## src/rtl/mux_rr_sel.sv

```systemverilog
// rtl/mux_rr_sel.sv - N-way W-bit registered mux with fixed-select and round-robin grant
module mux_rr_sel #(
  parameter int W    = 4,
  parameter int N    = 4,
  parameter int SELW = 2
) (
  input  logic              clk,
  input  logic              rst,
  input  logic [N*W-1:0]    in_data,
  input  logic [N-1:0]      in_valid,
  output logic [N-1:0]      in_ready,
  input  logic              mode,
  input  logic [SELW-1:0]   sel,
  output logic [W-1:0]      out_data,
  output logic [SELW-1:0]   out_ch,
  output logic              out_valid,
  input  logic              out_ready
);

  typedef enum logic {
    ST_EMPTY = 1'b0,
    ST_FULL  = 1'b1
  } state_t;

  state_t          state_q, state_d;
  logic [W-1:0]    data_q, data_d;
  logic [SELW-1:0] ch_q;
  logic [SELW-1:0] ptr_q;

  logic            fix_ok;
  logic            rr_found;
  logic [SELW-1:0] rr_idx;
  logic [SELW-1:0] rr_cand;
  logic            gnt_valid;
  logic [SELW-1:0] gnt_idx;
  logic            load_en;
  logic            xfer_in;

  // Fixed select: match sel against every real channel, so an out-of-range sel never grants
  always_comb begin
    fix_ok = 1'b0;
    for (int i = 0; i < N; i++) begin
      if (sel == SELW'(i)) begin
        fix_ok = in_valid[i];
      end
    end
  end

  // Round-robin: first valid channel searching ptr+1, ptr+2, ... modulo N
  always_comb begin
    rr_found = 1'b0;
    rr_idx   = '0;
    rr_cand  = '0;
    for (int k = 1; k <= N; k++) begin
      rr_cand = SELW'((int'(ptr_q) + k) % N);
      if (!rr_found && in_valid[rr_cand]) begin
        rr_found = 1'b1;
        rr_idx   = rr_cand;
      end
    end
  end

  // Grant selection, load enable and the single input transfer strobe
  always_comb begin
    gnt_valid = mode ? rr_found : fix_ok;
    gnt_idx   = mode ? rr_idx : sel;
    load_en   = (state_q == ST_EMPTY) | (out_ready & out_valid);
    xfer_in   = gnt_valid & load_en & ~rst;
  end

  // One-hot accept toward the granted producer; silent during reset or backpressure
  always_comb begin
    in_ready = '0;
    for (int i = 0; i < N; i++) begin
      in_ready[i] = xfer_in & (gnt_idx == SELW'(i));
    end
  end

  // Data word of the granted channel, passed bit-exact
  always_comb begin
    data_d = '0;
    for (int i = 0; i < N; i++) begin
      if (gnt_idx == SELW'(i)) begin
        data_d = in_data[i*W +: W];
      end
    end
  end

  // Output stage state register
  always_ff @(posedge clk or posedge rst) begin
    if (rst) begin
      state_q <= ST_EMPTY;
    end else begin
      state_q <= state_d;
    end
  end

  // Output stage next state: refill on input transfer, drain when consumed with nothing to load
  always_comb begin
    state_d = state_q;
    case (state_q)
      ST_EMPTY: begin
        if (xfer_in) begin
          state_d = ST_FULL;
        end
      end
      ST_FULL: begin
        if (out_ready) begin
          state_d = xfer_in ? ST_FULL : ST_EMPTY;
        end
      end
      default: state_d = ST_EMPTY;
    endcase
  end

  // Output stage outputs
  always_comb begin
    out_valid = (state_q == ST_FULL);
    out_data  = data_q;
    out_ch    = ch_q;
  end

  // Output word, source channel and round-robin pointer capture on each input transfer
  always_ff @(posedge clk or posedge rst) begin
    if (rst) begin
      data_q <= '0;
      ch_q   <= '0;
      ptr_q  <= SELW'(N - 1);
    end else if (xfer_in) begin
      data_q <= data_d;
      ch_q   <= gnt_idx;
      ptr_q  <= gnt_idx;
    end
  end

endmodule

```

## config.mk

```make
export PLATFORM = sky130hd
export DESIGN_NAME = mux_rr_sel
export DESIGN_NICKNAME = d
export VERILOG_FILES = /design/src/rtl/mux_rr_sel.sv
export SDC_FILE = /design/constraint.sdc
export NUM_CORES = 1
export LEC_CHECK = 0
export CAP_MARGIN = 40
export CORE_MARGIN = 2
export CORE_UTILIZATION = 34
export CTS_CLUSTER_DIAMETER = 200
export DETAILED_ROUTE_END_ITERATION = 16
export HOLD_SLACK_MARGIN = 0.02
export PLACE_DENSITY = 0.75
export SYNTH_ARGS = -nofsm -noshare
export SYNTH_HDL_FRONTEND = slang
export SYNTH_SLANG_ARGS = --single-unit
```

## constraint.sdc

```tcl
create_clock -name clk -period 2.08 [get_ports clk]
set_clock_uncertainty 0.05 [all_clocks]
set_input_delay 0.312 -clock clk [delete_from_list [all_inputs] [get_ports clk]]
set_output_delay 0.312 -clock clk [all_outputs]
set_load 0.005 [all_outputs]
```

==> results.txt <==
static leakage: 0.654 nW
Die W: 49.3 um
Mapped Area: 697 sq um
setup TNS: -0.948 ns
io pins: 37
DR pass1 iterations: 4
worst reg2reg path startpoint: ptr_q[1]$_DFFE_PP1P_
status: finished, violations left
f_max: 439 MHz
Syn Nets: 95
initial core utilization: 0.359
pre-CTS setup slack: -0.848 ns
Least-Margin Pin Slew: 0.315 ns
MaxCap Viol Count: 0
initial antenna violation count: 0
unique cell type count in the Yosys netlist: 28
Wirelength per Cell: 16.1 um
internal reg-to-reg setup slack: -0.07 ns
DR iter-0 viols: 7
Cells after Synth: 69
violations in the final reports: setup timing
post-DP HPWL: 1680 um
Final setup viols: 8
first-pass GRT wire length: 4050 um
pwr/cell area: 694 mW/mm^2
routability cong.: 0.742
CTS Buffer Depth: 2
Post-synth top cells: mux2i_1 (10), dfrtp_1 (7), nor2_1 (7)
Nets: 165
CP Max Fanout: 3
CP Capture Type: primary output
largest net degree at the start of global routing: 11
number of global-route vias before repair: 841
final hold vios: 0
Primary FF master, synth: dfrtp_1
worst-case reg-to-reg path depth: 9
crit path DAT: 1.91 ns
Critical Path RT: 1.72 ns
kind of critical path: reg2out
final worst path period share: 1.09
syn_area_per_cell: 10.1 sq um
CTS root buf: clkbuf_4
Final Util: 0.769
Rows: 16
CTS buffer count: 3
clock slew at reported path FFs: 0.06 ns
DIE AREA: 0.00243 sq mm
Die Y: 49.3 um
RSZ-0062 raised after global routing: yes
area of the core: 0.00194 sq mm
hold_buf cts: 0
Layout area overhead: 114%
clock latency on the worst-skew pair: 0.25 ns
H-Tree Depth: 1
CP startpoint kind: flip-flop
routed vias/inst: 4.96
CTS tree: yes
Worst VDD drop: 0.000574 V
ANT cells: 0
final max-slew violation count: 0
Synth top area share: 0.251
Antenna Nets Post-Route: 0
most frequent cell after synthesis: mux2i_1
total grt overflow: 0
final WL: 2650 um
Area contributors post-synth: dfrtp_1 (25%), mux2i_1 (14%), o221ai_2 (8.6%)
Final WS setup: -0.197 ns
total track usage: 0.222
biggest area consumer among synthesized cells: dfrtp_1
Synth Register Bits: 9
Yosys warnings: 0
number of synthesized flops with an enable pin: 0
ys async rst share: 1.00
routed vias: 819
DRC violations left: 0
Worst Hold Class: in2async
Hold Slack: 0.427 ns
Tot Pwr: 0.00104 W
register area share after synthesis: 0.327
Port-buffer cells: 36
layout cell share with drive strength beyond 1: 0.507
RR Endpoint: out_data[0]$_DFFE_PP0P_
CTS Sinks: 9
fin crit period: 2.28 ns
Rel. slew slack: 0.790
-- worst max-delay path, cell delays in order (launching register included) --
cell and delay [ns]:
dfstp_2 0.55, and3b_1 0.21, a211oi_2 0.27, o311ai_4 0.13, or2_4 0.27, nor2_2 0.11, buf_2 0.12
-- cell families after synthesis --
group / after synthesis / synth area share
compound gates: 14 / 0.192
simple gates: 27 / 0.215
buf+inv: 6 / 0.0521
mux: 13 / 0.214
flops: 9 / 0.327
-- sequential cells by signal, summed over array words and instances, names as in the netlist --
signal     flops
out_data       4
out_valid      1
out_ch         2
ptr_q          2
-- metrics by stage --
step	instances	area, sq um
final	165	1490
after CTS	161	1450
after global placement	148	1220
after global routing	165	1490
after detailed placement	148	1220
after floorplan	69	697
-- routing by layer --
layer / routed length [um] / global-route usage
met3: 98 / 0.0368
met2: 1440 / 0.392
met1: 1070 / 0.263
met5: 0 / 0
met4: 49 / 0.0905
-- how the worst max path moves through the flow --
| stage | from | cells past startpoint | end | slack [ns] |
|---|---|---|---|---|
| after floorplan | sel[0] | 6 | in_ready[0] | 0.07 |
| after global placement | in_valid[0] | 9 | in_ready[2] | -0.82 |
| after detailed placement | sel[0] | 7 | in_ready[0] | -0.85 |
| after CTS | ptr_q[0]$_DFFE_PP1P_ | 6 | in_ready[0] | -0.22 |
| after global routing | ptr_q[1]$_DFFE_PP1P_ | 7 | in_ready[0] | -0.25 |
| final | ptr_q[0]$_DFFE_PP1P_ | 6 | in_ready[1] | -0.20 |
-- cells in the final DEF (no fill, tap or decap), types with 3 or more instances in the layout --
cell / count
mux2i_4: 6
clkbuf_4: 3
o221ai_2: 4
buf_6: 7
nand2b_1: 3
dlygate4sd2_1: 3
buf_2: 5
dfrtp_1: 7
nor2_1: 6
buf_4: 24
nor2b_1: 3
mux2i_1: 3
clkdlybuf4s50_1: 25
nand2_1: 6
-- what timing repair did --
| item | CTS | global route |
|---|---|---|
| resized for setup | 60 | 7 |
| pin swaps | 13 | 11 |
| buffers inserted | 9 | 4 |
| endpoints found under the setup margin | 8 | 8 |
-- final cells by class --
cell class	instances	area, sq um
Timing Repair Buffer	69	626
Multi-Input combinational cell	54	573
Fill cell	124	448
Sequential cell	9	228
Tap cell	27	33.8
Clock buffer	4	26.3
Inverter	2	7.51
-- power breakdown --
part / total (W) / internal [W] / switching, W
registers: 0.000273 / 0.000236 / 0.0000363
clock network: 0.000128 / 0.0000735 / 0.0000543
logic: 0.000636 / 0.000391 / 0.000245
Power figures use the tool's default switching activity.
==> RTL edit 1: new RTL, same flow settings <==
`SELW`: 2 -> 3.
--- a/src/rtl/mux_rr_sel.sv
+++ b/src/rtl/mux_rr_sel.sv
@@ -4,3 +4,3 @@
   parameter int N    = 4,
-  parameter int SELW = 2
+  parameter int SELW = 3
 ) (
Interface: changed (resized out_ch and sel); port bits go from 37 to 39. No check against the original RTL was run, so the function may have changed too.
==> RTL edit 1 against the unedited design <==
The flow still finishes with violations (setup timing). Sequential cell count rose by 1. Routed wire length increased by 110%. Area after synthesis up 33%. First-iteration DRC count grew to 7.6 times the old value. Fmax shrank 7.9%. Cell area is 46% higher. Power rose by 29%. Synthesized cell count grew 59%. Worst setup slack got worse by 200 ps. Critical endpoint is now in_ready[0].
==> RTL edit 1: results (changes against the unedited design) <==
Run status
  – Status: finished with violations (unchanged)
  – Violated checks: setup timing (unchanged)

Setup path
  – CP Max Fanout: 6 (was 3)
  – Setup slack, reg-to-reg: -200 ps (was -70 ps)
  – Crit path arrival time: 2110 ps (was 1910 ps)
  – Slowest cell on the critical path: or4b_4 (was dfstp_2)
  – Critical path startpoint: ptr_q[1] (was ptr_q[0])
  – Setup crit end: in_ready[0] (was in_ready[1])

Timing
  – Hold slack: 417 ps (was 427 ps)
  – Slew @ Worst Pin: 618 ps (was 315 ps)
  – Final setup viols: 10 (was 8)
  – Setup ws final: -393 ps (was -197 ps)

Cells and area
  – Seq area share: 11.6% (was 15.2%)
  – Data buffer area share: 39.8% (was 41.9%)
  – Register area: 253 sq um (was 228 sq um)
  – Repair and plain buffers: 98 (was 69)
  – #MultiIn Comb: 92 (was 54)
  – Multi-input combinational area share: 44.5% (was 38.4%)
  – Non-Filler Instances: 238 (was 165)
  – Share of post-route cells with drive strength above 1: 57.2% (was 50.7%)
  – Inverters: 4 (was 2)
  – # fillers: 116 (was 124)

Detailed routing
  – Met3 routed WL: 276 microns (was 98 microns)
  – Wire per inst: 23.4 microns (was 16.1 microns)
  – Met2 routed WL: 2.90 mm (was 1.44 mm)
  – Vias: 1,504 (was 819)

Synthesis
  – Syn Nets: 137 (was 95)
  – Synthesized instance count: 110 (was 69)
  – Seq/Total Area, Yosys: 27.3% (was 32.7%)
  – Post-synthesis mux area share: 3.52% (was 21.4%)
  – Post-synth top cells: nor2_1 (12), a311oi_1 (9), dfrtp_1 (8), nand2_1 (8), a21oi_1 (7) (was mux2i_1 (10), dfrtp_1 (7), nor2_1 (7))
  – Synth Register Bits: 10 (was 9)
  – Synth Area in Compound Gates: 38.8% (was 19.2%)
  – Ranking of synthesized cells by area: dfrtp_1 (22%), a311oi_1 (8.5%), dfstp_2 (5.7%), nor2_1 (4.9%), a211oi_1 (4.1%) (was dfrtp_1 (25%), mux2i_1 (14%), o221ai_2 (8.6%), dfstp_2 (7.5%), mux4_1 (3.8%))
  – Post-synth EDFFs: 0 (unchanged)

Global route
  – First-pass GRT wire length: 7.58 mm (was 4.05 mm)
  – GRT met2 Usage: 54.8% (was 39.2%)
  – GRT met1 Usage: 34.0% (was 26.3%)

Pwr
  – Switching power: 514 uW (was 336 uW)
  – Worst vdd ir: 0.630 mV (was 0.574 mV)
  – Pleak: 0.000905 uW (was 0.000654 uW)

Place
  – Cells after DPL: 212 (was 148)
  – Placed Area: 0.00164 sq mm (was 0.00122 sq mm)
  – Place WS: -882 ps (was -848 ps)
  – PortBufs: 38 (was 36)
  – DPL Wire Length: 2.89 mm (was 1.68 mm)
  – GP Congestion: 0.792 (was 0.742)

Clocking
  – Clock latency on the worst-skew pair: 270 ps (was 250 ps)

Floorplan
  – Row Count: 18 (was 16)
-- RTL edit 1: timing repair --
| item | in CTS | in global routing |
|---|---|---|
| gates cloned | 0 | 0 |
| pin swaps | 11 | 20 |
| setup buffers | 20 | 11 |
| setup endpoints to repair | 12 | 12 |
| hold buffers | 0 | 0 |
| gates resized for setup | 56 | 52 |
-- RTL edit 1: how the worst min path moves through the flow --
stage	cells past startpoint	start	end
finish	2	rst	out_ch[0]
global route	2	rst	out_ch[1]
CTS	2	rst	out_ch[1]
detailed placement	1	out_ch[1]	out_ch[1]
global placement	1	out_ch[1]	out_ch[1]
floorplan	1	rst	out_ch[0]
-- RTL edit 1: power groups by stage --
stage | clock (uW) | sequential, uW | combinational (uW)
4_1_cts | 178 | 291 | 664
6_report | 179 | 297 | 857
3_5_place_dp | 0 | 292 | 527
2_1_floorplan | 0 | 281 | 219
3_3_place_gp | 0 | 290 | 511
5_1_grt | 192 | 302 | 890
==> RTL edit 2: new RTL, config.mk and constraints unchanged <==
Made on the original files. Add an input register stage for `mode`, with the module's reset; this delays it by one clock. The other inputs are not delayed to match.
--- a/src/rtl/mux_rr_sel.sv
+++ b/src/rtl/mux_rr_sel.sv
@@ -23,2 +23,12 @@
   } state_t;
+
+  logic mode_q;
+
+  always_ff @(posedge clk or posedge rst) begin
+    if (rst) begin
+      mode_q <= '0;
+    end else begin
+      mode_q <= mode;
+    end
+  end
 
@@ -64,4 +74,4 @@
   always_comb begin
-    gnt_valid = mode ? rr_found : fix_ok;
-    gnt_idx   = mode ? rr_idx : sel;
+    gnt_valid = mode_q ? rr_found : fix_ok;
+    gnt_idx   = mode_q ? rr_idx : sel;
     load_en   = (state_q == ST_EMPTY) | (out_ready & out_valid);
Behaviour: not the same (Yosys sat finds a counterexample within 4 cycles, from zero or initial values and one cycle with rst high).
==> RTL edit 2 against the unedited design <==
The run still ends with setup timing left. Worst setup slack got worse by 61 ps. Global-route usage fell by 4.2 points. Die area rose by 9.7%. Count of clock-buffer cells in the layout did not move. First-iteration DRC count fell by 14%. Area after synthesis rose by 11%. Routed wire length fell by 19%. Sequential power rose by 6%. Register-to-register slack improved by 70 ps. Worst hold slack got worse by 120 ps. Power fell by 13%. Sequential cell count rose by 1. Cell area fell by 11%. Largest cell class is now multi-input combinational cells. Largest power group unchanged.
==> RTL edit 2: results (changes against the unedited design) <==
Run status
  – Status: finished with violations (unchanged)
  – Violated checks: setup timing (unchanged)

Detailed routing
  – DR vias/cell: 5.17 (was 4.96)
  – Drt total wl: 2.15 mm (was 2.65 mm)

Pwr
  – Pleak: 0.000575 uW (was 0.000654 uW)
  – Worst vdd ir: 0.620 mV (was 0.574 mV)

Synthesis
  – Ranking of synthesized cells by area: dfrtp_1 (26%), dfstp_2 (6.8%), o211ai_2 (6.5%), mux2i_1 (5.2%), a41oi_1 (4.5%) (was dfrtp_1 (25%), mux2i_1 (14%), o221ai_2 (8.6%), dfstp_2 (7.5%), mux4_1 (3.8%))
  – Seq/Total Area, Yosys: 32.8% (was 32.7%)
  – Most frequent cell after synthesis: dfrtp_1 (was mux2i_1)
  – Syn Nets: 102 (was 95)

Cells and area
  – # fillers: 211 (was 124)
  – Share of post-route cells with drive strength above 1: 38.3% (was 50.7%)
  – Final #Nets: 160 (was 165)

Place
  – Cells after DPL: 152 (was 148)
  – GP Congestion: 0.763 (was 0.742)

Timing
  – Hold slack: 307 ps (was 427 ps)
  – Setup_tns: -890 ps (was -948 ps)
  – Setup ws final: -258 ps (was -197 ps)
  – Final setup viols: 4 (was 8)

Setup path
  – Crit path arrival time: 1980 ps (was 1910 ps)
  – Setup slack, reg-to-reg: 0 ps (was -70 ps)
  – Critical path startpoint: ptr_q[1] (was ptr_q[0])
  – CP Max Fanout: 5 (was 3)

Clocking
  – # resized after CTS: 27 (was 60)

Global route
  – GRT Total Usage: 17.9% (was 22.2%)
RTL edit 2: changes by cell type after synthesis, sizes merged, moves of 4 or more:
cell	delta
nand3	+4
o21a	+4
and2	+7
mux2i	-6
a41oi	+4
RTL edit 2: final cells by class:
class	count	area share, %
Multi-Input combinational cell	60	38.0
Timing Repair Buffer	56	37.5
Inverter	3	0.848
Tap cell	28	2.64
Sequential cell	10	19.0
Clock buffer	4	1.98
RTL edit 2: where the power goes:
part / leakage [uW] / switching (uW) / internal (uW)
registers: 0.000118 / 38.3 / 252
logic: 0.000442 / 180 / 292
clock network: 0.0000150 / 63.1 / 74.1
RTL edit 2: cells by family after synthesis:
family	after synthesis	synth area share, %
AND/OR/NAND/NOR	31	23.4
AO/OA/AOI/OAI	24	29.1
flip-flops	10	32.8
buffers and inverters	6	6.17
multiplexers	5	8.60
RTL edit 2: layer usage:
metal | wire [microns] | share of wire, %
met5 | 0 | 0
met1 | 857 | 40
met4 | 34 | 1.6
met2 | 1100 | 51
met3 | 162 | 7.5
